<file path="config.mk">
export PLATFORM = sky130hd
export DESIGN_NAME = ysyx_25040109_mem_arbiter
export DESIGN_NICKNAME = d
export VERILOG_FILES = /design/src/rtl/ysyx_25040109_mem_arbiter_pkg.sv /design/src/rtl/ysyx_25040109_arb2.sv /design/src/rtl/ysyx_25040109_mem_arbiter.sv
export SDC_FILE = /design/constraint.sdc
export NUM_CORES = 1
export LEC_CHECK = 0
export ABC_AREA = 1
export CAP_MARGIN = 10
export CORE_AREA = 2 2 108 110
export CTS_CLUSTER_DIAMETER = 200
export DETAILED_ROUTE_END_ITERATION = 6
export DIE_AREA = 0 0 110 112
export PLACE_DENSITY_LB_ADDON = 0.25
export SYNTH_ARGS = -nofsm -noshare
export SYNTH_HDL_FRONTEND = slang
export SYNTH_HIERARCHICAL = 1
export SYNTH_SLANG_ARGS = --single-unit
</file>
<file path="constraint.sdc">
create_clock -name clk -period 3.75 [get_ports clk]
set_clock_uncertainty 0.2 [all_clocks]
set_input_delay 0.75 -clock clk [delete_from_list [all_inputs] [get_ports clk]]
set_output_delay 0.75 -clock clk [all_outputs]
set_load 0.05 [all_outputs]
</file>
<file path="src/rtl/ysyx_25040109_mem_arbiter_pkg.sv">
// Shared definitions for the IFU/LSU memory arbiter: FSM state encoding,
// owner codes and arbitration mode selectors.
package ysyx_25040109_mem_arbiter_pkg;

  typedef enum logic [1:0] {
    StIdle  = 2'd0,
    StIssue = 2'd1,
    StWait  = 2'd2
  } arb_state_e;

  // Owner / grant codes, also the encoding of the top-level owner output.
  localparam logic OwnIfu = 1'b0;
  localparam logic OwnLsu = 1'b1;

  // Arbitration modes.
  localparam int unsigned ArbRoundRobin = 0;
  localparam int unsigned ArbFixedLsu   = 1;

endpackage

</file>
<file path="src/rtl/ysyx_25040109_arb2.sv">
// Two-way combinational grant between IFU and LSU.
//   ifu_req_i / lsu_req_i : request lines
//   last_grant_i          : master granted most recently (OwnIfu / OwnLsu)
//   ifu_gnt_o / lsu_gnt_o : one-hot (or zero) grant
// ArbMode selects round-robin (tie goes to the master that was not granted
// last) or fixed priority with LSU winning every tie.
module ysyx_25040109_arb2
  import ysyx_25040109_mem_arbiter_pkg::*;
#(
  parameter int unsigned ArbMode = ArbRoundRobin
) (
  input  logic ifu_req_i,
  input  logic lsu_req_i,
  input  logic last_grant_i,
  output logic ifu_gnt_o,
  output logic lsu_gnt_o
);

  always_comb begin
    ifu_gnt_o = 1'b0;
    lsu_gnt_o = 1'b0;
    if (ifu_req_i && lsu_req_i) begin
      if ((ArbMode == ArbFixedLsu) || (last_grant_i == OwnIfu)) begin
        lsu_gnt_o = 1'b1;
      end else begin
        ifu_gnt_o = 1'b1;
      end
    end else begin
      ifu_gnt_o = ifu_req_i;
      lsu_gnt_o = lsu_req_i;
    end
  end

endmodule

</file>
<file path="src/rtl/ysyx_25040109_mem_arbiter.sv">
// Memory-port arbiter between the instruction fetch master (IFU, read-only)
// and the data master (LSU, read/write). One transaction is outstanding at a
// time: arbitrate in IDLE, latch the winner's request, present it to memory in
// ISSUE until accepted, then forward the response to the owner in WAIT.
// A response timeout returns an error so a silent slave cannot hang the core.
// Ports:
//   clk, rst          : clock, asynchronous active-low reset
//   i_*               : IFU request (valid/ready/addr) and response channel
//   d_*               : LSU request (valid/ready/wen/addr/wdata/wlen) and response
//   m_*               : single memory port (request handshake + response)
//   busy              : a transaction is in flight
//   owner             : current or most recent grant (0 = IFU, 1 = LSU)
module ysyx_25040109_mem_arbiter
  import ysyx_25040109_mem_arbiter_pkg::*;
#(
  parameter int unsigned ADDR_W   = 32,
  parameter int unsigned DATA_W   = 32,
  parameter int unsigned ARB_MODE = 0,
  parameter int unsigned TIMEOUT  = 255
) (
  input  logic              clk,
  input  logic              rst,
  // IFU
  input  logic              i_req_valid,
  output logic              i_req_ready,
  input  logic [ADDR_W-1:0] i_addr,
  output logic              i_resp_valid,
  output logic [DATA_W-1:0] i_rdata,
  output logic              i_resp_err,
  // LSU
  input  logic              d_req_valid,
  output logic              d_req_ready,
  input  logic              d_wen,
  input  logic [ADDR_W-1:0] d_addr,
  input  logic [DATA_W-1:0] d_wdata,
  input  logic [2:0]        d_wlen,
  output logic              d_resp_valid,
  output logic [DATA_W-1:0] d_rdata,
  output logic              d_resp_err,
  // Memory
  output logic              m_req_valid,
  input  logic              m_req_ready,
  output logic              m_wen,
  output logic [ADDR_W-1:0] m_addr,
  output logic [DATA_W-1:0] m_wdata,
  output logic [2:0]        m_wlen,
  input  logic              m_resp_valid,
  input  logic [DATA_W-1:0] m_rdata,
  // Status
  output logic              busy,
  output logic              owner
);

  // Counter only needs to reach TIMEOUT-1.
  localparam int unsigned CntW = (TIMEOUT > 1) ? $clog2(TIMEOUT) : 1;
  localparam logic [CntW-1:0] CntLast = CntW'(TIMEOUT - 1);

  arb_state_e        state_q, state_d;
  logic              owner_q, owner_d;
  logic              last_grant_q, last_grant_d;
  logic [CntW-1:0]   cnt_q, cnt_d;
  logic              wen_q, wen_d;
  logic [ADDR_W-1:0] addr_q, addr_d;
  logic [DATA_W-1:0] wdata_q, wdata_d;
  logic [2:0]        wlen_q, wlen_d;

  logic              ifu_gnt, lsu_gnt;
  logic              tmo_hit;
  logic              resp_fire, resp_err;
  logic [DATA_W-1:0] resp_data;

  ysyx_25040109_arb2 #(
    .ArbMode (ARB_MODE)
  ) u_arb2 (
    .ifu_req_i    (i_req_valid),
    .lsu_req_i    (d_req_valid),
    .last_grant_i (last_grant_q),
    .ifu_gnt_o    (ifu_gnt),
    .lsu_gnt_o    (lsu_gnt)
  );

  assign tmo_hit = (TIMEOUT != 0) && (cnt_q == CntLast);

  always_comb begin
    state_d      = state_q;
    owner_d      = owner_q;
    last_grant_d = last_grant_q;
    cnt_d        = cnt_q;
    wen_d        = wen_q;
    addr_d       = addr_q;
    wdata_d      = wdata_q;
    wlen_d       = wlen_q;
    i_req_ready  = 1'b0;
    d_req_ready  = 1'b0;
    m_req_valid  = 1'b0;
    resp_fire    = 1'b0;
    resp_err     = 1'b0;
    resp_data    = '0;

    case (state_q)
      StIdle: begin
        // Readies are gated by reset so every output is low while held in reset.
        i_req_ready = rst & ifu_gnt;
        d_req_ready = rst & lsu_gnt;
        if (d_req_ready && d_req_valid) begin
          wen_d        = d_wen;
          addr_d       = d_addr;
          wdata_d      = d_wdata;
          wlen_d       = d_wlen;
          owner_d      = OwnLsu;
          last_grant_d = OwnLsu;
          cnt_d        = '0;
          state_d      = StIssue;
        end else if (i_req_ready && i_req_valid) begin
          wen_d        = 1'b0;
          addr_d       = i_addr;
          wdata_d      = '0;
          wlen_d       = 3'd0;
          owner_d      = OwnIfu;
          last_grant_d = OwnIfu;
          cnt_d        = '0;
          state_d      = StIssue;
        end
      end
      StIssue: begin
        cnt_d = cnt_q + CntW'(1);
        // Responses seen here belong to nothing in flight and are dropped.
        if (tmo_hit) begin
          resp_fire = 1'b1;
          resp_err  = 1'b1;
          state_d   = StIdle;
        end else begin
          m_req_valid = 1'b1;
          if (m_req_ready) begin
            state_d = StWait;
          end
        end
      end
      StWait: begin
        cnt_d = cnt_q + CntW'(1);
        // A real response in the expiry cycle takes precedence over the timeout.
        if (m_resp_valid) begin
          resp_fire = 1'b1;
          resp_data = m_rdata;
          state_d   = StIdle;
        end else if (tmo_hit) begin
          resp_fire = 1'b1;
          resp_err  = 1'b1;
          state_d   = StIdle;
        end
      end
      default: begin
        state_d = StIdle;
      end
    endcase
  end

  always_ff @(posedge clk or negedge rst) begin
    if (!rst) begin
      state_q      <= StIdle;
      owner_q      <= OwnIfu;
      last_grant_q <= OwnIfu;
      cnt_q        <= '0;
      wen_q        <= 1'b0;
      addr_q       <= '0;
      wdata_q      <= '0;
      wlen_q       <= 3'd0;
    end else begin
      state_q      <= state_d;
      owner_q      <= owner_d;
      last_grant_q <= last_grant_d;
      cnt_q        <= cnt_d;
      wen_q        <= wen_d;
      addr_q       <= addr_d;
      wdata_q      <= wdata_d;
      wlen_q       <= wlen_d;
    end
  end

  assign i_resp_valid = resp_fire & (owner_q == OwnIfu);
  assign i_resp_err   = resp_err & (owner_q == OwnIfu);
  assign i_rdata      = (owner_q == OwnIfu) ? resp_data : '0;
  assign d_resp_valid = resp_fire & (owner_q == OwnLsu);
  assign d_resp_err   = resp_err & (owner_q == OwnLsu);
  assign d_rdata      = (owner_q == OwnLsu) ? resp_data : '0;

  assign m_wen   = wen_q;
  assign m_addr  = addr_q;
  assign m_wdata = wdata_q;
  assign m_wlen  = wlen_q;

  assign busy  = (state_q != StIdle);
  assign owner = owner_q;

endmodule

</file>
==> impl_metrics.csv <==
group,metric,value,unit
grt,grt_first_pass_wirelength,22.54,mm
route,drc,0,
grt,gr-total-overflow,0,
timing,final-setup-viol-count,0,
final_layout,antenna_cells,0,
clock_network,clk_latency,0.33,ns
grt,antenna_found_initial,0,
critical_path,critPathArrivalTime,2.25,ns
timing,finalMaxSlewViolations,0,
timing,worst-slew-pin-transition,1.018,ns
die,core-area,11170,sq um
route,drtPass1Iterations,4,
die,fp-row-count,39,
timing,hold_viol,0,
die,die_area,12320,sq um
placement,numPortBuffers,278,
clock_network,root_buffer,"clkbuf_16",
final_layout,area_growth,86.54,%
clock_network,clockBufferDepth,2,
timing,whs,0.04835,ns
final_layout,nNetsFinal,987,
logic_synthesis,syn_area,4377,sq um
clock_network,cts_setup_buffers,0,
run_status,status,"complete, no violations",
job,maxCapViolCount,0,
route,vias,4801,
logic_synthesis,synth_top_area_share,0.4517,
clock_network,clk_pin_slew,0.06,ns
min_path,timing.hold.worst.class,"in -> async",
logic_synthesis,yosysMostFrequentCell,"nand2_1",
die,die_h,112,um
clock_network,cts_max_level,3,
critical_path,worst_setup_path_end_kind,"output port",
critical_path,setup.worst_path.class,"reg -> out",
clock_network,cts.sinks,79,
clock_network,cts_tree,"built",
logic_synthesis,seq_area_frac_synth,0.4517,
logic_synthesis,synthTopCellsByCount,"nand2_1 (172), dfrtp_1 (79), inv_1 (76), nor3_1 (64), nand3_1 (47)",
die,pin_count,279,
power,p_seq_frac,0.250,
placement,routabilityCongestion,0.8006,
timing,rsz0062_at_grt,"no",
power,p_sw_frac,0.4853,
logic_synthesis,synth_cell_types,31,
die,die_w,110,um
timing,fin_crit,3.199,ns
power,power.total,0.005734,W
critical_path,cp.required,2.80,ns
clock_network,cts_hold_buffers,0,
power,internal_power,0.002951,W
timing,max_slew_margin,0.3216,
logic_synthesis,syn_avg_cell_area,7.456,sq um
final_layout,drive_above_1_share,0.1250,
clock_network,cts_made_buffers,9,
critical_path,cp-start-kind,"flip-flop",
placement,dpl.hpwl,11.04,mm
die,initial_core_util,0.3917,
timing,timing.fmax,312.6,MHz
timing,tns,0,ns
route,ant_nets,0,
power,powerDensity,702.3,nW/um^2
logic_synthesis,synth_edf_count,0,
logic_synthesis,ys_ff_latch,79,
logic_synthesis,async_flop_share,1.000,
logic_synthesis,synthFlopType,"dfrtp_1",
critical_path,crit_fanout,5,
power,pwr-share-comb,0.583,
grt,grt_pass1_vias,4701,
timing,timing.final.crit_share,0.8532,
power,vdd_drop_max,641.0,uV
power,switchingPower,0.002783,W
route,drt-vias-per-instance,4.845,
logic_synthesis,synthCells,587,
final_layout,n_fill_cell,811,
logic_synthesis,synth_top_cell_by_area,"dfrtp_1",
logic_synthesis,ys_warn_count,6,
route,wl_per_cell,14.39,um
clock_network,ctsResizeCount,0,
grt,grt_max_degree,104,
grt,track_usage,0.2314,
route,wl,14.26,mm
power,leakagePower,3.818,nW
power,power_frac_clock,0.167,
logic_synthesis,synth_fp_nets,731,
logic_synthesis,synth_top_cells_by_area,"dfrtp_1 (45%), nand2_1 (15%), nor3_1 (7.3%)",
route,first_iter_violations,246,
[flip-flops by register name (all words and copies together) (netlist names)]
name	count
last_grant_q	1
cnt_q	8
m_wlen	3
m_wen	1
m_wdata	32
state_q	2
m_addr	32
[per-layer routing]
metal  up-vias  routed length (um)  GRT usage
met1      2214                5009     0.2407
met2       189                7513     0.4196
met4         0                 360    0.09451
met5         -                   0          0
li1       2373                   -          -
met3        25                1377    0.07436
[per-stage QoR]
stage / worst slack [ns] / cell area [sq um] / cells / utilization
2_1_floorplan: 0.4561 / 4377 / 587 / -
3_3_place_gp: 0.6230 / 7831 / 975 / 0.7008
3_5_place_dp: 0.5133 / 7831 / 975 / 0.7008
4_1_cts: 0.4970 / 8164 / 991 / 0.7306
5_1_grt: 0.3874 / 8164 / 991 / 0.7306
6_report: 0.5506 / 8164 / 991 / 0.7306
[power by group through the flow]
| stage | Sequential [W] | Clock [W] | Combinational [W] |
|---|---|---|---|
| 5_1_grt | 0.00148 | 0.00101 | 0.00353 |
| 4_1_cts | 0.00143 | 0.000978 | 0.00337 |
| 3_3_place_gp | 0.00142 | 0 | 0.00331 |
| 2_1_floorplan | 0.00264 | 0 | 0.000902 |
| 6_report | 0.00143 | 0.000955 | 0.00334 |
| 3_5_place_dp | 0.00144 | 0 | 0.00336 |
[path summary, 6_finish.rpt]
kind / cells after the start / start / to / slack, ns
min in group clk: 2 / m_wdata[29] / m_wdata[29] / 0.27
worst max-delay path: 6 / cnt_q[0] / m_req_valid / 0.55
max in group asynchronous: 2 / rst / m_addr[26] / 2.16
worst min register to register: 2 / m_wdata[29] / m_wdata[29] / 0.27
worst min-delay path: 1 / rst / m_wdata[24] / 0.05
worst max register to register: 7 / last_grant_q / cnt_q[2] / 1.33
[cell families (layout without fill, tap and decap cells)]
logic type	Yosys count	in the layout	synth area share
adders and majority gates	6	6	0.01715
buffers and inverters	119	380	0.1292
and+or+nand+nor	303	303	0.3045
AOI/OAI and AO/OA	78	78	0.09349
DFF	79	79	0.4517
xor gates and xnor gates	2	2	0.004003
[cell type report]
class | instances | area, sq um | share of cell area
clock inverter | 5 | 80.08 | 0.009808
multi-input combinational | 389 | 1842 | 0.2256
inverter | 78 | 292.8 | 0.03586
tap | 143 | 178.9 | 0.02192
sequential | 79 | 1977 | 0.2421
timing repair buffer | 286 | 3541 | 0.4337
clock buffer | 11 | 252.7 | 0.03096
[critical path, cell delays in order, from the launching register on]
cell	delay, ns
dfrtp_1	0.40
inv_1	0.06
ha_1	0.19
inv_1	0.05
nor2_1	0.06
a21boi_0	0.29
clkdlybuf4s50_1	0.87
[cells in the final DEF (no fill, tap or decap), types with 2 or more instances in the layout]
master,instances
clkdlybuf4s50_1,207
nand2_1,171
dfrtp_1,79
inv_1,76
buf_12,70
nor3_1,64
nand3_1,47
o21ai_1,45
o21ai_0,25
nor2_1,11
clkbuf_16,9
buf_4,9
ha_1,6
nor2_4,2
nand3_2,2
nand2_4,2
a21oi_1,2
nand4_1,2
clkbuf_8,2
bufinv_16,2
clkinvlp_4,2
(Power assumes the default switching activity.)
